File: src/rtl/ace_seq_pkg.sv
// Shared types and constants for the actuator control-loop sequencer.
package ace_seq_pkg;

  // Encoding is visible on state_o, so the values must stay fixed.
  typedef enum logic [2:0] {
    S_IDLE      = 3'd0,
    S_WAIT_TICK = 3'd1,
    S_SPI_START = 3'd2,
    S_SPI_WAIT  = 3'd3,
    S_FILT      = 3'd4,
    S_PI        = 3'd5,
    S_DONE      = 3'd6
  } seq_state_t;

  localparam int unsigned SEQ_ADC_LEN = 12;
  localparam int unsigned SEQ_HDR_W   = 3;

  function automatic int unsigned max_u(input int unsigned a, input int unsigned b);
    return (a > b) ? a : b;
  endfunction

  // Bits needed to hold 0..v-1, never less than one.
  function automatic int unsigned width_of(input int unsigned v);
    return (v > 32'd2) ? $clog2(v) : 32'd1;
  endfunction

endpackage

File: src/rtl/tick_gen.sv
// Sample-period tick generator: counts 0..SAMPLE_PERIOD_CLKS-1 while enabled
// and pulses tick_o for one clock at the terminal count.
module tick_gen
  import ace_seq_pkg::*;
#(
  parameter int unsigned SAMPLE_PERIOD_CLKS = 5000
) (
  input  logic clk_i,
  input  logic rst_i,
  input  logic en_i,
  output logic tick_o
);

  localparam int unsigned CW   = width_of(SAMPLE_PERIOD_CLKS);
  localparam logic [CW-1:0] TERM = CW'(SAMPLE_PERIOD_CLKS - 1);

  logic [CW-1:0] cnt_d, cnt_q;

  always_comb begin
    if (!en_i) begin
      cnt_d = {CW{1'b0}};
    end else if (cnt_q == TERM) begin
      cnt_d = {CW{1'b0}};
    end else begin
      cnt_d = cnt_q + {{(CW-1){1'b0}}, 1'b1};
    end
  end

  always_ff @(posedge clk_i or posedge rst_i) begin
    if (rst_i) begin
      cnt_q <= {CW{1'b0}};
    end else begin
      cnt_q <= cnt_d;
    end
  end

  assign tick_o = (cnt_q == TERM);

endmodule

File: src/rtl/ctrl_loop_sequencer.sv
// Control-loop sequencer: one ordered SPI -> filter -> PI -> telemetry
// transaction per sample tick, with stage timeouts and sticky error flags.
module ctrl_loop_sequencer
  import ace_seq_pkg::*;
#(
  parameter int unsigned SAMPLE_PERIOD_CLKS = 5000,
  parameter int unsigned FRAME_LEN          = SEQ_ADC_LEN + SEQ_HDR_W,
  parameter int unsigned ADC_DATA_LEN       = SEQ_ADC_LEN,
  parameter int unsigned SPI_TIMEOUT_CLKS   = 1024,
  parameter int unsigned STAGE_TIMEOUT_CLKS = 256,
  parameter int unsigned UART_DECIM         = 16
) (
  input  logic                    clk_i,
  input  logic                    Reset_i,
  input  logic                    Enable_i,
  input  logic                    clear_err_i,
  output logic                    spi_start_o,
  input  logic                    spi_busy_i,
  input  logic                    spi_data_ready_i,
  input  logic [FRAME_LEN-1:0]    spi_rx_data_i,
  output logic                    filt_valid_o,
  output logic [ADC_DATA_LEN-1:0] filt_data_o,
  input  logic                    filt_done_i,
  output logic                    pi_start_o,
  input  logic                    pi_done_i,
  output logic                    uart_req_o,
  output logic [ADC_DATA_LEN-1:0] uart_data_o,
  input  logic                    uart_busy_i,
  output logic                    overrun_o,
  output logic                    timeout_o,
  output logic                    frame_err_o,
  output logic [15:0]             sample_cnt_o,
  output logic [2:0]              state_o
);

  localparam int unsigned HDR_W = FRAME_LEN - ADC_DATA_LEN;
  localparam int unsigned TMR_W = width_of(max_u(SPI_TIMEOUT_CLKS, STAGE_TIMEOUT_CLKS));
  localparam logic [TMR_W-1:0] SPI_LIM = TMR_W'(SPI_TIMEOUT_CLKS - 1);
  localparam logic [TMR_W-1:0] STG_LIM = TMR_W'(STAGE_TIMEOUT_CLKS - 1);
  localparam int unsigned DEC_W = width_of(UART_DECIM);
  localparam logic [DEC_W-1:0] DEC_LAST = DEC_W'(UART_DECIM - 1);

  seq_state_t              state_d, state_q;
  logic [TMR_W-1:0]        timer_d, timer_q;
  logic [DEC_W-1:0]        decim_d, decim_q;
  logic                    spi_start_d, spi_start_q;
  logic                    filt_valid_d, filt_valid_q;
  logic                    pi_start_d, pi_start_q;
  logic                    uart_req_d, uart_req_q;
  logic [ADC_DATA_LEN-1:0] filt_data_d, filt_data_q;
  logic [ADC_DATA_LEN-1:0] uart_data_d, uart_data_q;
  logic [15:0]             sample_cnt_d, sample_cnt_q;
  logic                    overrun_d, overrun_q;
  logic                    timeout_d, timeout_q;
  logic                    frame_err_d, frame_err_q;
  logic                    set_ovr_s, set_to_s, set_fe_s;
  logic                    tick_s;
  logic                    hdr_ok_s;

  tick_gen #(
    .SAMPLE_PERIOD_CLKS(SAMPLE_PERIOD_CLKS)
  ) u_tick_gen (
    .clk_i (clk_i),
    .rst_i (Reset_i),
    .en_i  (Enable_i),
    .tick_o(tick_s)
  );

  assign hdr_ok_s = (spi_rx_data_i[FRAME_LEN-1:ADC_DATA_LEN] == {HDR_W{1'b0}});

  always_comb begin
    state_d      = state_q;
    timer_d      = timer_q;
    decim_d      = decim_q;
    spi_start_d  = 1'b0;
    filt_valid_d = 1'b0;
    pi_start_d   = 1'b0;
    uart_req_d   = 1'b0;
    filt_data_d  = filt_data_q;
    uart_data_d  = uart_data_q;
    sample_cnt_d = sample_cnt_q;
    set_to_s     = 1'b0;
    set_fe_s     = 1'b0;

    // Ticks are never queued: one outside WAIT_TICK is only reported.
    if (tick_s && (state_q != S_WAIT_TICK)) begin
      set_ovr_s = 1'b1;
    end else begin
      set_ovr_s = 1'b0;
    end

    case (state_q)
      S_IDLE: begin
        if (Enable_i) begin
          state_d = S_WAIT_TICK;
        end else begin
          state_d = S_IDLE;
        end
      end

      S_WAIT_TICK: begin
        if (!Enable_i) begin
          state_d = S_IDLE;
        end else if (tick_s) begin
          // Issue the start on entry when the master is free, so the pulse
          // lands exactly one clock after the tick.
          state_d     = S_SPI_START;
          timer_d     = {TMR_W{1'b0}};
          spi_start_d = !spi_busy_i;
        end else begin
          state_d = S_WAIT_TICK;
        end
      end

      S_SPI_START: begin
        timer_d = timer_q + {{(TMR_W-1){1'b0}}, 1'b1};
        if (timer_q == SPI_LIM) begin
          set_to_s = 1'b1;
          state_d  = S_DONE;
        end else if (spi_start_q) begin
          state_d = S_SPI_WAIT;
        end else if (!spi_busy_i) begin
          spi_start_d = 1'b1;
        end else begin
          state_d = S_SPI_START;
        end
      end

      S_SPI_WAIT: begin
        timer_d = timer_q + {{(TMR_W-1){1'b0}}, 1'b1};
        if (spi_data_ready_i) begin
          if (hdr_ok_s) begin
            state_d      = S_FILT;
            timer_d      = {TMR_W{1'b0}};
            filt_valid_d = 1'b1;
            filt_data_d  = spi_rx_data_i[ADC_DATA_LEN-1:0];
            sample_cnt_d = sample_cnt_q + 16'd1;
          end else begin
            set_fe_s = 1'b1;
            state_d  = S_DONE;
          end
        end else if (timer_q == SPI_LIM) begin
          set_to_s = 1'b1;
          state_d  = S_DONE;
        end else begin
          state_d = S_SPI_WAIT;
        end
      end

      S_FILT: begin
        timer_d = timer_q + {{(TMR_W-1){1'b0}}, 1'b1};
        if (filt_done_i) begin
          state_d    = S_PI;
          timer_d    = {TMR_W{1'b0}};
          pi_start_d = 1'b1;
        end else if (timer_q == STG_LIM) begin
          set_to_s = 1'b1;
          state_d  = S_DONE;
        end else begin
          state_d = S_FILT;
        end
      end

      S_PI: begin
        timer_d = timer_q + {{(TMR_W-1){1'b0}}, 1'b1};
        if (pi_done_i) begin
          state_d = S_DONE;
          // A busy transmitter forfeits this telemetry slot; decimation restarts.
          if (decim_q == DEC_LAST) begin
            decim_d = {DEC_W{1'b0}};
            if (!uart_busy_i) begin
              uart_req_d  = 1'b1;
              uart_data_d = filt_data_q;
            end else begin
              uart_req_d = 1'b0;
            end
          end else begin
            decim_d = decim_q + {{(DEC_W-1){1'b0}}, 1'b1};
          end
        end else if (timer_q == STG_LIM) begin
          set_to_s = 1'b1;
          state_d  = S_DONE;
        end else begin
          state_d = S_PI;
        end
      end

      S_DONE: begin
        state_d = S_WAIT_TICK;
      end

      default: begin
        state_d = S_IDLE;
      end
    endcase
  end

  // Sticky flags: a set on the same clock as a clear wins.
  always_comb begin
    if (set_ovr_s) begin
      overrun_d = 1'b1;
    end else if (clear_err_i) begin
      overrun_d = 1'b0;
    end else begin
      overrun_d = overrun_q;
    end

    if (set_to_s) begin
      timeout_d = 1'b1;
    end else if (clear_err_i) begin
      timeout_d = 1'b0;
    end else begin
      timeout_d = timeout_q;
    end

    if (set_fe_s) begin
      frame_err_d = 1'b1;
    end else if (clear_err_i) begin
      frame_err_d = 1'b0;
    end else begin
      frame_err_d = frame_err_q;
    end
  end

  always_ff @(posedge clk_i or posedge Reset_i) begin
    if (Reset_i) begin
      state_q      <= S_IDLE;
      timer_q      <= {TMR_W{1'b0}};
      decim_q      <= {DEC_W{1'b0}};
      spi_start_q  <= 1'b0;
      filt_valid_q <= 1'b0;
      pi_start_q   <= 1'b0;
      uart_req_q   <= 1'b0;
      filt_data_q  <= {ADC_DATA_LEN{1'b0}};
      uart_data_q  <= {ADC_DATA_LEN{1'b0}};
      sample_cnt_q <= 16'd0;
      overrun_q    <= 1'b0;
      timeout_q    <= 1'b0;
      frame_err_q  <= 1'b0;
    end else begin
      state_q      <= state_d;
      timer_q      <= timer_d;
      decim_q      <= decim_d;
      spi_start_q  <= spi_start_d;
      filt_valid_q <= filt_valid_d;
      pi_start_q   <= pi_start_d;
      uart_req_q   <= uart_req_d;
      filt_data_q  <= filt_data_d;
      uart_data_q  <= uart_data_d;
      sample_cnt_q <= sample_cnt_d;
      overrun_q    <= overrun_d;
      timeout_q    <= timeout_d;
      frame_err_q  <= frame_err_d;
    end
  end

  assign spi_start_o  = spi_start_q;
  assign filt_valid_o = filt_valid_q;
  assign filt_data_o  = filt_data_q;
  assign pi_start_o   = pi_start_q;
  assign uart_req_o   = uart_req_q;
  assign uart_data_o  = uart_data_q;
  assign overrun_o    = overrun_q;
  assign timeout_o    = timeout_q;
  assign frame_err_o  = frame_err_q;
  assign sample_cnt_o = sample_cnt_q;
  assign state_o      = state_q;

endmodule

File: config.mk
export PLATFORM = sky130hd
export DESIGN_NAME = ctrl_loop_sequencer
export DESIGN_NICKNAME = d
export VERILOG_FILES = /design/src/rtl/ace_seq_pkg.sv /design/src/rtl/tick_gen.sv /design/src/rtl/ctrl_loop_sequencer.sv
export SDC_FILE = /design/constraint.sdc
export NUM_CORES = 1
export LEC_CHECK = 0
export BUFFER_PORTS_ARGS = -buffer_cell sky130_fd_sc_hd__buf_2
export CAP_MARGIN = 20
export CORE_ASPECT_RATIO = 1.2
export CORE_MARGIN = 2
export CORE_UTILIZATION = 35
export DETAILED_ROUTE_END_ITERATION = 10
export PLACE_DENSITY = 0.67
export SYNTH_ARGS = -nofsm -noshare
export SYNTH_HDL_FRONTEND = slang
export SYNTH_SLANG_ARGS = --single-unit
File: constraint.sdc
create_clock -name clk_i -period 4.8 [get_ports clk_i]
set_clock_uncertainty 0.15 [all_clocks]
set_input_delay 0.48 -clock clk_i [delete_from_list [all_inputs] [get_ports clk_i]]
set_output_delay 0.48 -clock clk_i [all_outputs]
set_load 0.005 [all_outputs]
# ---- Word level (Yosys, flattened, before mapping)
# Index checks and enable logic that the tools add are counted.
# Widths: inputs -> output; s select.
dict set report op_classes {
  muxes 52
  div 0
  n_eq_ne 14
  addsub 4
  reduce_logical 13
  n_shift 0
  mul 0
  order_cmp 0
  n_bitwise 1
}
# cell n
set op_table {}
lappend op_table {{$mux 10} 5}
lappend op_table {{$pmux 10 s4} 1}
lappend op_table {{$mux 1} 28}
lappend op_table {{$mux 13} 2}
lappend op_table {{$pmux 3 s7} 1}
lappend op_table {{$add 16x1->16 const B} 1}
lappend op_table {{$mux 3} 5}
lappend op_table {{$mux 2} 7}
lappend op_table {{$add 13x1->13 const B} 1}
lappend op_table {{$eq 13x13->1 const B} 1}
lappend op_table {{$add 10x1->10 const B} 1}
lappend op_table {{$eq 10x10->1 const B} 1}
lappend op_table {{$eq 10x8->1 const B} 1}
lappend op_table {{$eq 3x3->1 const B} 3}
lappend op_table {{$eq 3x2->1 const B} 2}
lappend op_table {{$logic_not 3->1} 2}
lappend op_table {{$reduce_and 3->1} 2}
lappend op_table {{$reduce_bool 2->1} 3}
lappend op_table {{$add 4x1->4 const B} 1}
lappend op_table {{$eq 4x4->1 const B} 1}
lappend op_table {{$mux 4} 1}
lappend op_table {{$ne 2x2->1 const B} 2}
lappend op_table {{$ne 4x4->1 const B} 1}
lappend op_table {{$pmux 1 s4} 1}
lappend op_table {{10 further kinds} 10}
dict set report totals {
  ff_bits 77
  output_inout_bits 50
  memories 0
  latchBits 0
  rom_bits 0
  ramBits 0
}

# ---- Logic depth before layout (Yosys ltp)
# Gate-level depths: netlist (run 1).
dict set report logic_depth {
  ltp_word 5
  mapped_depth 8
}

# ---- Cells and area by module
# From an unflattened synthesis (run 1), not the netlist that was laid out.
dict set report unflattened {
  cells_unflattened 308
  hier_area_um2 3524.6
}
# module seq_area_each_um2 cells_per_inst instances area_each_um2
set modules_own_cells {}
lappend modules_own_cells {ctrl_loop_sequencer 1601.5 244 1 2891.5}
lappend modules_own_cells {tick_gen 325.3 64 1 633.1}

# ---- Least setup slack after synthesis (run 1)
# OpenSTA, ideal clock, no wires.
dict set report synth_path {
  path_type {input to register}
  from {in spi_rx_data_i[13]}
  to {reg filt_data_q[0] (netlist: filt_data_o[0])}
  n_path_buf 2
  cell_stages 5
  setup_slack_ns 2.683
  arrival_ns 1.842
  cell_sequence {or3_1 > clkbuf_1 > nor2_2 > buf_2 > mux2_2}
}
dict set report synth_between {
  elab_chain_len 2
}
# item line
set synth_rtl {}
lappend synth_rtl {{start: declaration} ctrl_loop_sequencer.sv:20} ;# input logic [FRAME_LEN-1:0] spi_rx_data_i,
lappend synth_rtl {{$logic_not 3->1} ctrl_loop_sequencer.sv:69} ;# assign hdr_ok_s = (spi_rx_data_i[FRAME_LEN-1:ADC_DATA_LEN] == {HDR_W{1'b0}});
lappend synth_rtl {{$reduce_and 3->1 (no source line)} n/a}
lappend synth_rtl {{end signal: assignment} ctrl_loop_sequencer.sv:234} ;# filt_data_q <= {ADC_DATA_LEN{1'b0}};
lappend synth_rtl {{end signal: assignment} ctrl_loop_sequencer.sv:248} ;# filt_data_q <= filt_data_d;
lappend synth_rtl {{end: declaration} ctrl_loop_sequencer.sv:50} ;# logic [ADC_DATA_LEN-1:0] filt_data_d, filt_data_q;
# Every way passes these cells.
# A chain may end at the register's enable or synchronous reset.

# ---- Worst setup path after layout (run 1)
dict set report layout_path {
  from {reg state_q[2] (netlist: state_o[2])}
  to {reg filt_data_q[9] (netlist: filt_data_o[9])}
}
dict set report layout_between {
  elab_chain_len 2
}
# item line
set layout_rtl {}
lappend layout_rtl {{start: declaration} ctrl_loop_sequencer.sv:43} ;# seq_state_t state_d, state_q;
lappend layout_rtl {{start signal: assignment} ctrl_loop_sequencer.sv:241} ;# state_q <= state_d;
lappend layout_rtl {{$eq 3x2->1} ctrl_loop_sequencer.sv:92} ;# case (state_q)
lappend layout_rtl {{$reduce_and 3->1 (no source line)} n/a}
# Every way passes these cells.

==> impl_results.md, run 1 <==
* Crit. End Element: flop
* Post-Route M1 WL at ~3400 microns
* Net Switching at 0.312 mW
* Chip Width at 96.4 microns
* Initial antenna violation count at 0
* Tmin final at 2.36 ns
* Worst-skew pair later-pin latency at around 0.33 ns
* CTS Root Cell: clkbuf_16
* Worst hold path class: in -> reg
* Clock transition at the registers of the reported paths at roughly 0.06 ns
* Seq/Total Area, Yosys at 0.537
* Synth area leaders: dfrtp_1, mux2_2, xnor2_1
* Vias in the first global route at ~2,600
* Syn. warnings at 0
* CTS tree: done
* Starting Density at 0.358
* Utilization after layout at 0.432
* GR Util All Layers at 0.142
* First-pass GRT wire length at 12,200 microns
* Status: completed
* Synthesis-to-layout area growth at 20.6%
* Metal3 WL at roughly 410 microns
* Worst slack, placed at between 2 and 2.5 ns
* RSZ-0062 raised after global routing: no
* Final Net Count at roughly 420
* Post-Syn Area at between 3000 and 4000 sq um
* Syn nets at 342
* Pint at 1.02 mW
* Worst path cell trace: nand4b_1, nor2_2, mux2_2
* Post-DP HPWL at between 5000 and 6000 microns
* P_leak at around 2.1 nW
* Pin count of the biggest net entering global routing at 45
* Slew margin rel. at 0.416
* Fin. Hold Viols at 0
* Final setup margin at around 2.4 ns
* Kind of critical path: reg -> reg
* Via count at ~2,700
* Clk pwr share at 0.481
* Syn avg cell area at 11.4 sq um
* Largest area contributor in the netlist: dfrtp_1
* Startpoint types: flop
* GPL Wtd Cong at slightly below 0.8
* Maximum clock rate at 424 MHz
* Most frequent cells in the layout: dfrtp_1, buf_2, nor2_1
* Required time worst endpoint at ~4.9 ns
* Worst-Margin Slew at between 0.8 and 0.9 ns
* Flop pwr share at 0.491
* Mapped Cells at roughly 310
* Layout cells sized above 1 at 0.317
* Dpl cells at 504
* Sw Ratio at 0.234
* Avg WL per Cell at 14.6 microns
* EDFF count, synth at 0
* Die H at 115 microns
* Final Routed Wirelength at 7570 microns
* Core area at 10,000 sq um
* Post_cts resized at 0
* Crit-path slowest cell: nor2_2
* Number of setup buffers added after CTS at 0
* Most common cell after layout, fill and taps aside: dfrtp_1
* Final setup fails at 0
* Combinational fraction of design power at 0.027
* Std-Cell Rows at 40
* Cell area power density at just over 300 nW/um^2
* Pwr Total at between 1 and 1.5 mW
* Vias per Instance at ~5.1
* CTS hold repair buffers at 0
* Total Negative Setup Slacks at 0 ns
* Final Max Slew Viols at 0
* Async SR Flop Fraction at 1.00
* Slowest stage delay, CP at 0.73 ns
* Die area at between 10,000 and 15,000 sq um
* H-tree levels at 3
* Metal2 WL at about 3700 microns
* DR DRC count at 0
* CTS Sinks at between 70 and 80
* Maximum vdd ir drop at around 0.15 mV
* Post-DRT Antenna Nets at 0
* DRT Pass-1 Iters at 4
* Iter 0 DRT Violations at ~130
* PortBufs at 73
* Worst Path Arrival at between 2 and 2.5 ns
* Final worst path period share at 0.491
* Ys flop type: dfrtp_1
* Top Layer Used: met4
* Total CTS buffers at 9
* Max Cap Violations at 0
* Grt total ovfl at 0
* Yosys cell types at 49
* Yosys top cell area share at 0.537
* Ports at 74
* Final Non-Filler Cells at 520
* Antenna cells at 0
* Clock buffer depth at 2
* Worst Path Max Fanout at 16
* Post-synthesis register bit count at between 70 and 80
state kept, by name, summed over array words and instances (netlist names), 3 cells and up:
register	flops
sample_cnt_o	16
u_tick_gen.cnt_q	13
filt_data_o	12
uart_data_o	12
timer_q	10
decim_q	4
state_o	3
power by group through the flow:
stage / clock, mW / sequential (mW) / combinational [mW]
2_1_floorplan: 0 / 0.666 / 0.0207
3_3_place_gp: 0 / 0.667 / 0.0367
3_5_place_dp: 0 / 0.667 / 0.0380
4_1_cts: 0.655 / 0.655 / 0.0382
5_1_grt: 0.687 / 0.655 / 0.0428
6_report: 0.642 / 0.655 / 0.0364
per-stage QoR:
step	area, sq um	hold WS [ns]
2_1_floorplan	3590	0.305
3_3_place_gp	4040	0.309
3_5_place_dp	4040	0.313
4_1_cts	4320	0.142
5_1_grt	4320	0.148
6_report	4320	0.148
synth_stat cells, drive strengths merged (3+ instances only):
cell type   n
o21a        3
nor4        5
nand4      12
o2bb2ai     4
nor2b       4
inv        12
nand3      14
mux2       27
nand2      20
and3        3
a21o        3
xnor2      21
and2        3
nor2       25
buf         7
ha          4
a21oi       6
clkbuf      3
o21ai       9
dfrtp      77
or2         3
o22ai       4
xor2        8
nor3        8
and4        3
or3         4
nand2b      3
routing by layer:
layer	global-route usage	up-vias
li1	-	1279
met1	0.179	1298
met2	0.231	65
met3	0.0406	11
met4	0.0488	0
met5	0	-
critical path: cells and delay by family, from the launching register on:
| kind | cells | cell delay (ns) |
|---|---|---|
| flip-flops | 1 | 0.48 |
| AND/OR/NAND/NOR | 2 | 1.19 |
| multiplexers | 1 | 0.41 |
logic make-up after synthesis:
logic type,Yosys count,synth area share
AOI/OAI and AO/OA,42,0.0802
xor gates and xnor gates,29,0.0708
adders and majority gates,4,0.0140
buffers and inverters,22,0.0338
DFF,77,0.537
muxes,27,0.0942
and+or+nand+nor,113,0.170
layout make-up:
class                           instances  area [sq um]
Sequential cell                        77          1930
Multi-Input combinational cell        215          1540
Fill cell                             962          5690
Timing Repair Buffer                   74           373
Clock buffer                            9           225
Inverter                               12          45.0
Clock inverter                          7          57.6
Tap cell                              126           158
final timing paths:
check	depth (start not counted)	start	to	slack (ns)
worst max register to register	3	state_o[2]$_DFFE_PP0P_	filt_data_o[9]$_DFFE_PP0P_	2.44
worst min register to register	1	sample_cnt_o[15]$_DFFE_PP0P_	sample_cnt_o[15]$_DFFE_PP0P_	0.32
worst max-delay path	3	state_o[2]$_DFFE_PP0P_	filt_data_o[9]$_DFFE_PP0P_	2.44
max in group asynchronous	3	Reset_i	timer_q[6]$_DFFE_PP0P_	3.35
min in group asynchronous	2	Reset_i	filt_data_o[1]$_DFFE_PP0P_	0.17
worst min-delay path	2	spi_busy_i	spi_start_o$_DFF_PP0_	0.15
Note: power is estimated with default switching activity, not from simulation.
==> run 2: changes to the inputs <==
==> constraint.sdc (replaced) <==
create_clock -name clk_i -period 2.4 [get_ports clk_i]
set_clock_uncertainty 0.15 [all_clocks]
set_input_delay 0.24 -clock clk_i [delete_from_list [all_inputs] [get_ports clk_i]]
set_output_delay 0.24 -clock clk_i [all_outputs]
set_load 0.005 [all_outputs]
==> run 2 against run 1 <==
  * Utilization increased by 2.3 points
  * First-iteration DRC count decreased by 15%
  * Sequential share of layout area decreased by 2.3 points
  * Sequential cell count unchanged
  * Routed wire length increased by 5.5%
  * Count of clock-buffer cells in the layout unchanged
  * Final cell count increased by 3.7%
  * Combinational power increased to 2.7 times the previous value
  * Critical endpoint is now uart_data_o[6]$_DFFE_PP0P_
  * Largest cell class unchanged
  * Largest power group is now clock
==> impl_results.md, run 2 (synthesized netlist as in run 1, its figures left out) <==
* Worst path cell trace: and4b_1, nand2_2, or3_1, mux2_4
* P_leak at 2.24 nW (+5.6%)
* Placed inst area at 4110 sq um (+1.6%)
* Avg WL per Cell at 14.8 microns (+1.8%)
* Startpoint types: flop
* Dpl cells at 511 (+1.4%)
* Final worst path period share at 0.912 (+0.421)
* Chip Width at 96.4 microns (unchanged)
* Clock buffer depth at 2 (unchanged)
* GR Util All Layers at 0.151 (+0.00895)
* Most frequent cells in the layout: dfrtp_1, buf_2, nor2_1
* Layout cells sized above 1 at 0.320 (+0.00235)
* CTS Sinks at 77 (unchanged)
* Pint at 2.27 mW (+120%)
* CTS Root Cell: clkbuf_16
* GPL Wtd Cong at 0.779 (-1.5%)
* Post-route cell area at 4550 sq um (+5.4%)
* Crit-path slowest cell: or3_1
* First-pass GRT wire length at 12,900 microns (+5.4%)
* Crit. End Element: flop
* Required time worst endpoint at 2.47 ns (-2.39 ns)
* Pwr Total at 2.89 mW (+120%)
* H-tree levels at 3 (unchanged)
* Metal2 WL at 3850 microns (+5.5%)
* Tmin final at 2.19 ns (-0.168 ns)
* Cell area power density at 635 nW/um^2 (+110%)
* Die area at 11,100 sq um (unchanged)
* RSZ-0062 raised after global routing: no
* DRT Pass-1 Iters at 4 (unchanged)
* Iter 0 DRT Violations at 111 (-15%)
* Max Cap Violations at 0 (unchanged)
* Clock transition at the registers of the reported paths at 0.06 ns (about the same)
* Final setup fails at 0 (unchanged)
* Starting Density at 0.358 (unchanged)
* Fin. Hold Viols at 0 (unchanged)
* Top Layer Used: met4
* Status: completed
* Total Negative Setup Slacks at 0 ns (unchanged)
* Final Max Slew Viols at 0 (unchanged)
* Post-DP HPWL at 5590 microns (+2.3%)
* Vias per Instance at 5.06 (-0.80%)
* Clk pwr share at 0.514 (+0.033)
* Worst-skew pair later-pin latency at 0.33 ns (about the same)
* Worst hold path class: in -> reg
* Slowest stage delay, CP at 0.66 ns (-0.07 ns)
* Initial antenna violation count at 0 (unchanged)
* Combinational fraction of design power at 0.034 (+0.007)
* Std-Cell Rows at 40 (unchanged)
* Sw Ratio at 0.215 (-0.0190)
* Grt total ovfl at 0 (unchanged)
* Synthesis-to-layout area growth at 27.0%
* Worst path top cell family by delay: simple AND/OR/NAND/NOR gates
* Post-Route M1 WL at 3510 microns (+3.2%)
* Final Net Count at 436 (+4.6%)
* Final Non-Filler Cells at 539 (+3.7%)
* Final Routed Wirelength at 7990 microns (+5.5%)
* Antenna cells at 0 (unchanged)
* Most common cell after layout, fill and taps aside: dfrtp_1
* PortBufs at 73 (unchanged)
* Min Hold Slack at 0.00637 ns (-0.142 ns)
* Worst-Margin Slew at 0.714 ns (-0.161 ns)
* Via count at 2,728 (+2.8%)
* Total CTS buffers at 9 (unchanged)
* WP buf/inv at 0 (unchanged)
* Worst Path Max Fanout at 13 (-3)
* Max reg flops at 16 (unchanged)
* Number of setup buffers added after CTS at 0 (unchanged)
* Flop pwr share at 0.452 (-0.039)
* Kind of critical path: reg -> reg
* Post-DRT Antenna Nets at 0 (unchanged)
* Ports at 74 (unchanged)
* DR DRC count at 0 (unchanged)
* CTS tree: done
* Core area at 10,000 sq um (unchanged)
* Die H at 115 microns (unchanged)
* Slew margin rel. at 0.524 (+0.108)
* Net Switching at 0.622 mW (+99%)
* Pin count of the biggest net entering global routing at 59 (+31%)
* Vias in the first global route at 2,696 (+3.3%)
* Maximum vdd ir drop at 0.285 mV (+88%)
* Metal3 WL at 485 microns (+19%)
* Maximum clock rate at 457 MHz (+7.7%)
* Worst Path Arrival at 2.26 ns (-0.16 ns)
## run 2: cell types whose count changed in the layout (fill, tap and decap cells not counted)
cell and change:
bufinv_16 +2, buf_12 +1, clkinv_2 -1, clkinv_4 +1, buf_4 +6, inv_6 +1, clkinvlp_4 -2, inv_8 -1
dlygate4sd3_1 +12
## run 2: power groups by stage
stage	registers (mW)	logic [mW]	clock network, mW
6_report	1.31	0.0975	1.49
5_1_grt	1.31	0.110	1.57
4_1_cts	1.31	0.0979	1.52
3_5_place_dp	1.33	0.0832	0
3_3_place_gp	1.33	0.0822	0
2_1_floorplan	1.33	0.0413	0
## run 2: cell type report
type                    instances  area, sq um
clock inverters                 7          104
multi-input cells             215         1540
flip-flops and latches         77         1930
repair buffers                 93          558
well taps                     126          158
clock buffers                   9          225
inverters                      12         45.0
fillers                       937         5460
## run 2: repair_timing
item,4_1_cts,5_1_grt
resized for setup,0,0
hold buffers,11,1
hold endpoints to repair,29,1
## run 2: metal layers
layer	global-route usage	vias to the layer above
met3	0.0413	11
met4	0.0582	0
met5	0	-
met2	0.244	85
li1	-	1313
met1	0.191	1319
## run 2: path summary, 6_finish.rpt
kind                                              start                           end  slack, ns  cells past startpoint
max                              state_o[2]$_DFFE_PP0P_    uart_data_o[6]$_DFFE_PP0P_       0.21                      4
min                                    spi_rx_data_i[7]    filt_data_o[7]$_DFFE_PP0P_      0.006                      2
max reg2reg                      state_o[2]$_DFFE_PP0P_    uart_data_o[6]$_DFFE_PP0P_       0.21                      4
min reg2reg                sample_cnt_o[15]$_DFFE_PP0P_  sample_cnt_o[15]$_DFFE_PP0P_       0.31                      1
max in group asynchronous                       Reset_i  sample_cnt_o[15]$_DFFE_PP0P_       1.10                      4
min in group asynchronous                       Reset_i    filt_data_o[3]$_DFFE_PP0P_       0.31                      3
## run 2: worst register-to-register path, stage by stage, from the launching register on
cell,delay (ns)
dfrtp_1,0.52
and4b_1,0.28
nand2_2,0.06
or3_1,0.66
mux2_4,0.42
## run 2: metrics by stage
stage                     utilization  setup WS [ns]
after floorplan                     -         0.0433
after detailed placement        0.410          0.220
final                           0.455          0.211
after CTS                       0.454          0.222
after global routing            0.455          0.110
after global placement          0.410          0.277
